File: config.mk
export PLATFORM = sky130hd
export DESIGN_NAME = spi_ram
export DESIGN_NICKNAME = d
export VERILOG_FILES = /design/src/rtl/spi_ram_pkg.sv /design/src/rtl/spi_ram_ptr.sv /design/src/rtl/spi_ram.sv
export SDC_FILE = /design/constraint.sdc
export NUM_CORES = 2
export LEC_CHECK = 0
export ABC_AREA = 0
export BUFFER_PORTS_ARGS = -buffer_cell sky130_fd_sc_hd__buf_2
export CORE_MARGIN = 2
export CORE_UTILIZATION = 36
export CTS_CLUSTER_DIAMETER = 120
export DETAILED_ROUTE_END_ITERATION = 8
export SLEW_MARGIN = 40
export SYNTH_ARGS = -nofsm -noshare
export SYNTH_HDL_FRONTEND = slang
export SYNTH_SLANG_ARGS = --single-unit
File: constraint.sdc
create_clock -name clk -period 2.3 [get_ports clk]
set_input_delay 0.23 -clock clk [delete_from_list [all_inputs] [get_ports clk]]
set_output_delay 0.23 -clock clk [all_outputs]
set_load 0.1 [all_outputs]
File: src/rtl/spi_ram_pkg.sv
// Shared definitions for the SPI-attached RAM: command opcodes and default sizing.
package spi_ram_pkg;

    localparam int DEF_MEM_DEPTH = 256;
    localparam int DEF_ADDR_SIZE = 8;

    typedef enum logic [1:0] {
        CMD_WR_ADDR = 2'b00,
        CMD_WR_DATA = 2'b01,
        CMD_RD_ADDR = 2'b10,
        CMD_RD_DATA = 2'b11
    } cmd_e;

endpackage

File: src/rtl/spi_ram_ptr.sv
// Address pointer with valid flag: load (reduced modulo DEPTH), post-access
// increment, wrap from DEPTH-1 to 0. Used once for writes and once for reads.
module spi_ram_ptr
    import spi_ram_pkg::*;
#(
    parameter int DEPTH = DEF_MEM_DEPTH,
    parameter int WIDTH = DEF_ADDR_SIZE
) (
    input  logic             clk,
    input  logic             rst,
    input  logic             load,
    input  logic [WIDTH-1:0] load_val,
    input  logic             inc,
    output logic [WIDTH-1:0] ptr,
    output logic             vld
);

    // Pointer and valid flag; load wins over increment, reset wins over both.
    always_ff @(posedge clk) begin
        if (rst) begin
            ptr <= '0;
            vld <= 1'b0;
        end else if (load) begin
            ptr <= WIDTH'(32'(load_val) % DEPTH);
            vld <= 1'b1;
        end else if (inc) begin
            ptr <= (ptr == WIDTH'(DEPTH - 1)) ? '0 : ptr + 1'b1;
        end
    end

endmodule

File: src/rtl/spi_ram.sv
// Single-port RAM behind the SPI slave. Decodes 10-bit command words into
// address loads and data accesses with independent write/read pointers.
// Optional sticky err output for data commands issued before their address,
// enabled by defining SPI_RAM_ERR_EN.
module spi_ram
    import spi_ram_pkg::*;
#(
    parameter int MEM_DEPTH = DEF_MEM_DEPTH,
    parameter int ADDR_SIZE = DEF_ADDR_SIZE
) (
    input  logic       clk,
    input  logic       rst,
    input  logic [9:0] din,
    input  logic       rx_valid,
    output logic [7:0] dout,
    output logic       tx_valid
`ifdef SPI_RAM_ERR_EN
    ,
    output logic       err
`endif
);

    logic [7:0]           mem [MEM_DEPTH];
    cmd_e                 cmd;
    logic                 wr_load, wr_inc, rd_load, rd_inc;
    logic [ADDR_SIZE-1:0] wr_ptr, rd_ptr;
    logic                 wr_vld, rd_vld;

    assign cmd = cmd_e'(din[9:8]);

    // Command decode; data commands only take effect once their pointer is valid.
    always_comb begin
        wr_load = 1'b0;
        wr_inc  = 1'b0;
        rd_load = 1'b0;
        rd_inc  = 1'b0;
        if (rx_valid) begin
            case (cmd)
                CMD_WR_ADDR: wr_load = 1'b1;
                CMD_WR_DATA: wr_inc  = wr_vld;
                CMD_RD_ADDR: rd_load = 1'b1;
                CMD_RD_DATA: rd_inc  = rd_vld;
                default:     ;
            endcase
        end
    end

    spi_ram_ptr #(.DEPTH(MEM_DEPTH), .WIDTH(ADDR_SIZE)) u_wr_ptr (
        .clk      (clk),
        .rst      (rst),
        .load     (wr_load),
        .load_val (din[ADDR_SIZE-1:0]),
        .inc      (wr_inc),
        .ptr      (wr_ptr),
        .vld      (wr_vld)
    );

    spi_ram_ptr #(.DEPTH(MEM_DEPTH), .WIDTH(ADDR_SIZE)) u_rd_ptr (
        .clk      (clk),
        .rst      (rst),
        .load     (rd_load),
        .load_val (din[ADDR_SIZE-1:0]),
        .inc      (rd_inc),
        .ptr      (rd_ptr),
        .vld      (rd_vld)
    );

    // Memory write; array is never cleared, but a write in a reset cycle is dropped.
    always_ff @(posedge clk) begin
        if (!rst && wr_inc) begin
            mem[wr_ptr] <= din[7:0];
        end
    end

    // Registered read data and one-cycle tx_valid pulse per accepted read.
    always_ff @(posedge clk) begin
        if (rst) begin
            dout     <= 8'h00;
            tx_valid <= 1'b0;
        end else begin
            tx_valid <= rd_inc;
            if (rd_inc) begin
                dout <= mem[rd_ptr];
            end
        end
    end

`ifdef SPI_RAM_ERR_EN
    logic err_set;
    assign err_set = rx_valid && ((cmd == CMD_WR_DATA && !wr_vld) ||
                                  (cmd == CMD_RD_DATA && !rd_vld));

    // Sticky error flag for data commands issued before an address load.
    always_ff @(posedge clk) begin
        if (rst) begin
            err <= 1'b0;
        end else if (err_set) begin
            err <= 1'b1;
        end
    end
`endif

endmodule

After elaboration in Yosys (flattened, before gate mapping)
Memory sizes are Yosys's and may differ from the RTL's. A register that Yosys moved wholly into a read port is not among the register bits.
Cells that the tools add are included.
Operators by class
  mux-type cells: 16
  equal/unequal tests: 5
  reduce and logical (&&, ||, !) cells: 5
  $add $sub $neg: 2
Operator list (count)
  2-to-1 mux 8 bit: 6
  adder 8 x 1 -> 8 bit, second input constant: 2
  == test 8 bit, second input constant: 2
  2-to-1 mux 1 bit: 10
  == test 2 bit, second input constant: 2
  nonzero test 2 bit: 2
  == test 2 x 1 -> 1 bit, second input constant: 1
  logical NOT 2 bit: 1
  logical AND 1 bit: 1
  logical NOT 1 bit: 1
Storage, ports and cells
  bits in writable memories: 2048
  output and inout port bits: 9
  bits in registers: 19
  word-level logic and storage cells: 34
  input bits: 13
  memories: 1
Memories
  mem: depth 256, bits a word 8, rd ports 1, clocked after Yosys merged registers in 1, wr ports 1, line spi_ram.sv:23  | logic [7:0] mem [MEM_DEPTH];

Longest topological paths before layout
  depth after elaboration: 6
  mapped depth: 13
  gate-level depth less buffers: 7

Hierarchy
Synthesis repeated with hierarchy kept, for this count alone.
Unflattened totals
  cell total of the unflattened synthesis: 4141
  area total of the unflattened synthesis: 81247.9 um^2
Modules (own cells, without submodules)
  spi_ram: sequential area each 61679.2 um^2, cells an instance 4017, times used 1, area each 80231.9 um^2
  spi_ram_ptr: sequential area each 180.2 um^2, cells an instance 62, times used 2, area each 508.0 um^2

Worst setup path before layout
OpenSTA, ideal clock, no wires.
  path kind: input-to-reg
  from: input din[8]
  to: memory mem[100][0], enable pin
  buffers on the path: 3
  stages: 7
  setup slack: -157 ps
  required time: 1930 ps
  arrival time: 2087 ps
  library setup time: 370 ps
  path through: buf_2 -> nand4b_1 -> nor2_1 -> clkbuf_1 -> nand3_1 -> clkbuf_1 -> nor2_1
On the way
  cells in the longest elaborated chain, start to end: 6
Ends and longest elaborated chain
  start: declaration: line spi_ram.sv:13  | input logic [9:0] din,
  == test 2 x 1 -> 1 bit: line spi_ram.sv:38  | case (cmd)
  2-to-1 mux 1 bit: line spi_ram.sv:38
  2-to-1 mux 1 bit: line spi_ram.sv:37  | if (rx_valid) begin
  logical AND 1 bit: line spi_ram.sv:70  | if (!rst && wr_inc) begin
  2-to-1 mux 1 bit: line spi_ram.sv:70
  2-to-1 mux 1 bit (not written as such): line spi_ram.sv:71  | mem[wr_ptr] <= din[7:0];
  end: declaration: line spi_ram.sv:23
No other way between the ends.

==> impl_results.md <==
* Area delta synth->final at 23.8%
* Routed WL per cell at 28.0 um
* Flop pwr share at 52.9%
* Core area at 0.224 sq mm
* Hold path endpoint: mem[94][3]$_DFFE_PP_
* RR Startpoint: u_rd_ptr.ptr[0]$_SDFFE_PP0P_
* Synth area leader: edfxtp_1
* Setup Skew at 0.0794 ns
* Crit path launch: u_rd_ptr.ptr[0]$_SDFFE_PP0P_
* Crit path DAT at 3.61 ns
* Drt drc at 0
* Max_cap viols at 0
* Combinational Power Share at 4.7%
* Layout cells sized above 1 at 36.8%
* Pre-CTS setup slack at -1.11 ns
* Count leader, synth: edfxtp_1
* R2R Setup Slk at -0.57 ns
* Pwr per Cell Area at 781 mW/mm^2
* Psw at 16.8 mW
* Worst path slowest cell: mux4_2
* Worst hold stages at 1
* Max rail drop VDD at 0.939 mV
* RSZ-0062 raised after global routing: yes
* Synthesized net count at 3995
* Io pins at 22
* Mean Syn Cell Area at 20.4 sq um
* Buf/Inv on CP at 4
* Internal power at 61.7 mW
* First-pass GRT wire length at 324000 um
* Total die area at 0.229 sq mm
* Clock Sinks at 2075
* Post-synth EDFFs at 2048
* Unique masters post-synth at 74
* DIE HEIGHT at 479 um
* Post-DP HPWL at 150000 um
* Clock Tree Root: clkbuf_16
* Final Hold Fails at 0
* Initial antenna violation count at 8
* Clock Power Share at 42.4%
* First-pass detailed-route iteration total at 5
* Area of the multi-input gates at 0.0183 sq mm
* Max incr delay on CP at 0.55 ns
* Total congestion overflow at 0
* Final Wtd Congestion at 0.878
* Setup Viol. Count Final at 8
* Synth async-reset ratio at 0%
* Drt first-iter violations at 5247
* Synthesized cell area at 0.0812 sq mm
* CP endpoint kind: register
* DR vias at 44.1k
* Startpoint Class: register
* Clk Latency, worst-skew pair at 0.87 ns
* Top delay family on crit path: multiplexers
* Clock transition at path regs at 0.07 ns
* Fill cells at 18.9k
* Largest net degree at the start of global routing at 114
* Post-synth top area share at 75.7%
* Final Instance Count excl. Fillers at 8054
* Register Area at 0.0621 sq mm
* Hold WC Path Type: in2reg
* Cells after Synth at 3977
* Fmax at 0.349 GHz
* DIE WIDTH at 479 um
* HP Start: din[3]
* Row cnt at 174
* Power Total at 78.6 mW
* Prevailing post-synth register cell: edfxtp_1
* Slew headroom at 44.1%
* CP Max Fanout at 6
* Total wire length at 226000 um
* Cts bufs inserted at 208
* Routed Antenna Nets at 0
* Sw Share at 21.4%
* Crit path time final at 2.87 ns
* Leakage at 31.9 nW
* Status: finished, violations left
* CTS max path bufs at 3
* Post-synth top cells: 2048 x edfxtp_1, 425 x mux4_2, 331 x nor2_1
* Starting Density at 36.2%
* Synth area leaders: edfxtp_1 76%, mux4_2 12%, mux2i_1 2.9%
* Synthesis-stage register bit count at 2075
* Worst Tran Pin Value at 0.838 ns
* Ys Warns at 0
* Dpl cells at 7636
* CTS tree: done
* Fin worst setup slack at -0.569 ns
* Failing checks: setup timing
* Tcrit/Tclk final at 125%
* Setup CP Type: reg2reg
* Slew Viols, Final at 0
* Worst R2R End: dout[7]$_SDFFE_PP0P_
* Sequential area share after synthesis at 76.4%
* DR vias/cell at 5.47
* Tot GR Track Use at 19.5%
* Crit path required time at 3.04 ns
* Critical-path cell list: buf_12 -> buf_4 -> buf_16 -> mux4_2 -> mux4_2 -> nor2_2 -> a2111oi_2 -> buf_4 -> nand4_1 -> nand3_1
* Nets at 4908
* Port bufs at 21
* H-tree depth at 4
* Worst r2r path cells at 10
* Vias in the first global route at 44.1k
==> metal layers <==
metal  global-route usage (%)  share of wire, %  vias to the layer above
met3                     3.01               7.3                      343
met2                     31.2                48                     1817
met5                        0             0.012                        -
li1                         -                 -                    18400
met1                     27.3                42                    23500
met4                     6.26               3.3                        4
==> through the flow <==
stage / TNS (ns) / instance area [sq um] / util (%) / hold slack, ns
2_1_floorplan: -53.80 / 81500 / - / 0.329
3_3_place_gp: -9.24 / 92800 / 41.3 / 0.466
3_5_place_dp: -8.07 / 92800 / 41.3 / 0.489
4_1_cts: -3.93 / 100000 / 44.7 / 0.00345
5_1_grt: -4.43 / 101000 / 44.8 / 0.0314
6_report: -4.17 / 101000 / 44.8 / 0.0479
==> cell families after synthesis <==
kind of cell               synth area share, %
muxes                                     14.9
DFF                                       76.4
buffers and inverters                     2.04
adders and majority gates               0.0770
AOI/OAI and AO/OA                         3.46
and+or+nand+nor                           3.07
xor gates and xnor gates                0.0216
==> area by class of cell <==
type                            instances  area share, %
Multi-Input combinational cell       1646           18.2
Sequential cell                      2075           61.7
Tap cell                             2992           3.72
Clock buffer                          271           5.51
Clock inverter                        109           1.19
Inverter                               18         0.0746
Antenna cell                            2        0.00498
Timing Repair Buffer                  941           9.57
==> power groups by stage <==
| stage | registers, mW | clock network [mW] | logic, mW |
|---|---|---|---|
| global route | 41.5 | 35.3 | 3.91 |
| CTS | 41.5 | 33.9 | 3.72 |
| detailed placement | 42.4 | 0 | 3.55 |
| global placement | 42.4 | 0 | 3.50 |
| finish | 41.6 | 33.3 | 3.72 |
| floorplan | 42.4 | 0 | 1.62 |
==> worst max-delay path by stage <==
stage | end | slack (ns) | cells after the start
after CTS | dout[7]$_SDFFE_PP0P_ | -0.51 | 12
after floorplan | mem[100][0]$_DFFE_PP_ | -0.08 | 7
after global routing | dout[4]$_SDFFE_PP0P_ | -0.58 | 10
after detailed placement | dout[6]$_SDFFE_PP0P_ | -1.11 | 8
final | dout[7]$_SDFFE_PP0P_ | -0.57 | 10
after global placement | dout[2]$_SDFFE_PP0P_ | -1.63 | 12
==> repair_timing <==
action / 4_1_cts / 5_1_grt
buffers inserted: 21 / 1
pin swaps: 26 / 10
endpoints found under the setup margin: 16 / 55
gates resized for setup: 97 / 34
hold endpoints to repair: 475 / 0
gates cloned: 7 / 1
hold buffers: 8 / 0
==> placed cells by master, fill, tap and decap left out, types with 14 or more instances in the layout <==
master / netlist / layout
o21ai_0: 58 / 53
nand2_1: 83 / 81
dfxtp_1: 27 / 21
nand4_1: 14 / 14
nand3_1: 48 / 35
a21oi_1: 61 / 58
o221ai_1: 80 / 72
bufinv_16: 0 / 14
clkbuf_16: 0 / 210
buf_12: 6 / 171
o22ai_1: 60 / 54
buf_4: 12 / 714
nor2_2: 0 / 100
clkbuf_1: 103 / 54
mux2i_1: 238 / 235
mux4_2: 425 / 425
nor2_1: 331 / 218
inv_1: 16 / 16
clkinv_1: 1 / 36
nor3_1: 31 / 26
a211oi_1: 18 / 15
clkinv_2: 0 / 29
edfxtp_1: 2048 / 2048
a22oi_1: 22 / 18
==> flip-flops by register name, summed over array words and instances (netlist names) <==
register,count
tx_valid,1
dout,8
u_wr_ptr.vld,1
u_wr_ptr.ptr,8
mem,2048
u_rd_ptr.vld,1
u_rd_ptr.ptr,8
(Power assumes the default switching activity.)
